===== config.mk =====
export PLATFORM = sky130hd
export DESIGN_NAME = glove_conditioner
export DESIGN_NICKNAME = d
export VERILOG_FILES = /design/src/rtl/glove_conditioner.sv
export SDC_FILE = /design/constraint.sdc
export NUM_CORES = 1
export LEC_CHECK = 0
export CAP_MARGIN = 40
export CORE_UTILIZATION = 53
export CTS_BUF_LIST = sky130_fd_sc_hd__clkbuf_4 sky130_fd_sc_hd__clkbuf_8 sky130_fd_sc_hd__clkbuf_16
export DETAILED_ROUTE_END_ITERATION = 10
export MAX_ROUTING_LAYER = met4
export PLACE_DENSITY = 0.78
export SLEW_MARGIN = 20
export SYNTH_ARGS = -nofsm -noshare
export SYNTH_HDL_FRONTEND = slang
export SYNTH_SLANG_ARGS = --single-unit

===== constraint.sdc =====
create_clock -name vclock -period 3.7 [get_ports vclock]
set_input_delay 0.37 -clock vclock [delete_from_list [all_inputs] [get_ports vclock]]
set_output_delay 0.37 -clock vclock [all_outputs]
set_load 0.05 [all_outputs]

===== src/rtl/glove_conditioner.sv =====
// Per-glove tracker conditioning: EMA coordinate smoothing, closed-hand debounce
// and track-loss detection, with all outputs latched once per frame at vsync fall.
module glove_conditioner #(
    parameter int ALPHA_SHIFT = 2,
    parameter int FRAC        = 4,
    parameter int DEBOUNCE    = 3,
    parameter int LOST_FRAMES = 8
) (
    input  logic        vclock,
    input  logic        reset,
    input  logic        vsync,
    input  logic        sample_valid,
    input  logic [10:0] raw_x,
    input  logic [9:0]  raw_y,
    input  logic        raw_closed,
    output logic [15:0] glove_x,
    output logic [15:0] glove_y,
    output logic        closed,
    output logic        tracking,
    output logic        frame_update
);

    localparam int ACC_W = 12 + FRAC;
    localparam logic [ACC_W:0] HALF = ((ACC_W + 1)'(1) << FRAC) >> 1;

    typedef enum logic {
        LOST     = 1'b0,
        TRACKING = 1'b1
    } state_t;

    state_t      state_reg;
    state_t      state_next;
    logic        vsync_reg;
    logic        frame_start;
    logic        got_sample_reg;
    logic        lose;
    logic        track_eval;
    logic        closed_state_reg;
    logic [3:0]  deb_cnt_reg;
    logic [3:0]  deb_inc;
    logic [7:0]  miss_reg;
    logic [7:0]  miss_inc;
    logic [10:0] raw_ext [2];
    logic [15:0] rounded [2];

    assign raw_ext[0]  = raw_x;
    assign raw_ext[1]  = {1'b0, raw_y};
    assign frame_start = vsync_reg & ~vsync;
    assign miss_inc    = miss_reg + 8'd1;
    assign deb_inc     = deb_cnt_reg + 4'd1;

    // Loss is evaluated before any same-cycle sample, so that sample counts
    // toward the next frame and, if tracking just dropped, reloads unfiltered.
    assign lose       = frame_start && (state_reg == TRACKING) && !got_sample_reg
                        && (miss_inc == 8'(LOST_FRAMES));
    assign track_eval = (state_reg == TRACKING) && !lose;
    assign state_next = (sample_valid || track_eval) ? TRACKING : LOST;

    generate
        for (genvar gi = 0; gi < 2; gi++) begin : g_axis
            logic signed [ACC_W-1:0] acc_reg;
            logic signed [ACC_W:0]   target;
            logic signed [ACC_W:0]   diff;
            logic signed [ACC_W:0]   step;
            logic        [ACC_W:0]   sum;

            assign target      = signed'((ACC_W + 1)'(raw_ext[gi]) << FRAC);
            assign diff        = target - {acc_reg[ACC_W-1], acc_reg};
            assign step        = diff >>> ALPHA_SHIFT;
            // Accumulator is a convex mix of in-range samples, never negative.
            assign sum         = {1'b0, acc_reg} + HALF;
            assign rounded[gi] = 16'(sum >> FRAC);

            always_ff @(posedge vclock or negedge reset) begin
                if (!reset) begin
                    acc_reg <= '0;
                end else if (sample_valid) begin
                    if (track_eval) begin
                        acc_reg <= ACC_W'(acc_reg + step);
                    end else begin
                        acc_reg <= ACC_W'(target);
                    end
                end
            end
        end
    endgenerate

    always_ff @(posedge vclock or negedge reset) begin
        if (!reset) begin
            state_reg        <= LOST;
            vsync_reg        <= 1'b0;
            got_sample_reg   <= 1'b0;
            closed_state_reg <= 1'b0;
            deb_cnt_reg      <= '0;
            miss_reg         <= '0;
            glove_x          <= '0;
            glove_y          <= '0;
            closed           <= 1'b0;
            tracking         <= 1'b0;
            frame_update     <= 1'b0;
        end else begin
            vsync_reg    <= vsync;
            state_reg    <= state_next;
            frame_update <= frame_start;

            if (frame_start) begin
                glove_x  <= rounded[0];
                glove_y  <= rounded[1];
                closed   <= closed_state_reg;
                tracking <= track_eval;
                if (state_reg != TRACKING || got_sample_reg || lose) begin
                    miss_reg <= '0;
                end else begin
                    miss_reg <= miss_inc;
                end
            end

            if (sample_valid) begin
                got_sample_reg <= 1'b1;
            end else if (frame_start) begin
                got_sample_reg <= 1'b0;
            end

            if (sample_valid) begin
                if (!track_eval) begin
                    closed_state_reg <= raw_closed;
                    deb_cnt_reg      <= '0;
                end else if (raw_closed == closed_state_reg) begin
                    deb_cnt_reg <= '0;
                end else if (deb_inc == 4'(DEBOUNCE)) begin
                    closed_state_reg <= ~closed_state_reg;
                    deb_cnt_reg      <= '0;
                end else begin
                    deb_cnt_reg <= deb_inc;
                end
            end
        end
    end

endmodule

==> impl_metrics.ini <==
[run_status]
outcome = finished with violations
violations = DRC

[setup_path]
worstPathArrival_ps = 3770
crit_chain = clkdlybuf4s50_1, ha_1, or4_4, a21o_4, a2111oi_4, nor2_1, xor2_1, ha_1, a21oi_2, o21ai_0, a21oi_1, o21ai_2, nor4bb_1, a211o_1
cp_data_required_time_ps = 3930
cp_slowest_cell = or4_4
reg2reg_from = g_axis[0].acc_reg[4]$_DFFE_PN0P_
path_max_fanout = 5
critPathLaunch = raw_x[2]
cp-start-kind = input port
end_kind = flop
critPathKind = in2reg
slowest_delay_ps = 540
cpMostUsedCell = ha_1

[synth]
synth.yosys.seq_area_share = 0.3059
synth-compound-area-share = 0.2153
ys_ff_latch = 77
synth-edff-count = 0
synth_fa_ha_area_frac = 0.1255
ys_types = 69
synth_top_area_frac = 0.3059
synthArstFlopShare = 1.000
synth-simple-area-share = 0.1979
ys.flop_type = dfrtp_1
synth_top_family_by_area = compound AO/OA/AOI/OAI gates
syn-instance-count = 749
yosys_warnings = 0
syn_area_sq_um = 6299
yosys.area.top_type = dfrtp_1
synth_mux_area_frac = 0.01629
yosys-top-cells-area = dfrtp_1 (31%), ha_1 (12%), xnor2_1 (7.1%), nand2_1 (5.7%), o21ai_0 (4.7%)
synth_xor_area_frac = 0.09039
avgSynthCellArea_sq_um = 8.409

[detailed_routing]
drc_errors = 10
via_count = 5956
drtAntennaViolNets = 0
viasPerCell = 6.016
wirelength_mm = 16.74
wire_per_inst_um = 16.91
drt_iter0_markers = 560
firstDrtPassIters = 10

[placement]
place_hpwl_mm = 12.31
globalplace.congestion = 0.9677
placement.io_buffers = 54
placed_cells = 970

[cells_and_area]
nNetsFinal = 930
drive_above_1_share = 0.1251
stdcell_count = 990
num-fill-cells = 909
diodes = 0
largest_reg_flops = 32
syn_to_final_growth_pct = 22.75
final_util = 0.6713

[timing]
fin_hold_ws_ps = 453.6
min_period_ps = 3547
relSlewSlack = 0.3995
tightest_slew_ps = 900.7
tns_ps = 0
hold_violations = 0
final_max_slew_viol_count = 0
fmax_mhz = 281.9
finClkSkew_ps = 5.851
fin_crit_sh = 0.9587
setup_viol = 0
rsz0062_at_grt = yes

[clocking]
cts_num_sinks = 77
htree_levels = 3
clk_latency_ps = 340
cts_tree = yes
clk_pin_slew_ps = 60
clockBufferDepth = 2
cts_buffers = 9
clockRootBuffer = clkbuf_16

[global_route]
grt-ovfl-total = 0
grt_pass1_wl_mm = 27.55
antenna_found_initial = 0
grt_max_degree = 68
grt_pass1_vias = 5649
grt_use_total = 0.2856

[min_path]
min_from = raw_y[3]
hold_path.class = in2reg

[die]
initial_core_util = 0.5469
rows = 39
io_pins = 61
fp.dieH_um = 111.0
fp.dieW_um = 111.0
dieArea_sq_um = 12320
coreArea_sq_um = 11520

[job]
cap_violations = 0
==> path summary, 6_finish.rpt <==
kind	endpoint	slack [ps]	cells after the start
min in group asynchronous	glove_x[4]$_DFFE_PN0P_	470	2
max in group asynchronous	g_axis[1].acc_reg[2]$_DFFE_PN0P_	2640	3
worst max-delay path	g_axis[0].acc_reg[15]$_DFFE_PN0P_	150	14
worst min register to register	glove_y[8]$_DFFE_PN0P_	480	2
worst min-delay path	g_axis[1].acc_reg[7]$_DFFE_PN0P_	450	3
worst max register to register	g_axis[0].acc_reg[15]$_DFFE_PN0P_	190	14
==> layer usage <==
metal	wire (um)	global-route usage	share of wire
met2	7698	0.4423	0.46
met1	7747	0.3899	0.46
met4	266	0.1009	0.016
met3	1029	0.03116	0.061
met5	0	-	0
==> area by class of cell <==
| type | instances | area, sq um | share of cell area |
|---|---|---|---|
| Tap cell | 143 | 178.9 | 0.02314 |
| Timing Repair Buffer | 112 | 1001 | 0.1295 |
| Sequential cell | 77 | 1929 | 0.2496 |
| Clock inverter | 5 | 60.06 | 0.007768 |
| Multi-Input combinational cell | 606 | 4180 | 0.5407 |
| Clock buffer | 11 | 246.5 | 0.03188 |
| Inverter | 36 | 135.1 | 0.01748 |
==> cell usage in the layout (no fill, tap or decap), drive strengths merged, types with 10 or more instances in the layout <==
cell and count:
nand3 32, a31oi 10, buf 58, o211ai 11, nand2b 11, xor2 14, ha 60, dfrtp 77
nor2 40, o21ai 70, clkdlybuf4s50 50, xnor2 51, nand2 95, a21oi 49, nand4 12, inv 36
nor3 15, clkbuf 12
==> Yosys cell counts (all sizes together) (4+ instances only) <==
cell type / count
buf: 18
clkbuf: 17
nand4: 12
o2bb2ai: 4
or2: 4
nor2b: 7
o21a: 9
and3: 6
a31oi: 10
ha: 60
xnor2: 51
mux2i: 8
a21oi: 49
a2bb2oi: 9
a21o: 7
xor2: 14
o211ai: 11
dfrtp: 77
nor2: 40
o21ai: 70
nor4: 5
nor3: 15
nand2: 95
o22ai: 5
nand2b: 11
or4: 4
inv: 36
nand3: 32
and2: 6
and4: 7
==> what timing repair did <==
item / CTS / global route
hold buffers: 1 / 0
endpoints found under the hold margin: 20 / 0
buffers inserted: 0 / 2
gates resized for setup: 0 / 23
endpoints found under the setup margin: 0 / 5
==> kinds of logic after synthesis <==
| group | after synthesis |
|---|---|
| XOR/XNOR | 65 |
| buffers and inverters | 71 |
| AO/OA/AOI/OAI | 208 |
| AND/OR/NAND/NOR | 255 |
| multiplexers | 10 |
| adder cells (fa/ha/maj) | 62 |
| other | 1 |
| flip-flops | 77 |
==> critical path, delay by kind of cell <==
kind	cells	cell delay [ps]
AO/OA/AOI/OAI	7	1430
AND/OR/NAND/NOR	3	780
adder cells (fa/ha/maj)	2	600
XOR/XNOR	1	150
buffers and inverters	1	430
==> per-stage QoR <==
step / instance area (sq um) / worst slack (ps)
final: 7731 / 152.8
after global routing: 7731 / -26.92
after CTS: 7614 / 85.92
after detailed placement: 7297 / -271.7
after global placement: 7254 / -165.0
after floorplan: 6317 / 254.8
Power is not shown: default switching activity piles up to over one toggle a cycle in this logic, so the estimate is an artifact.
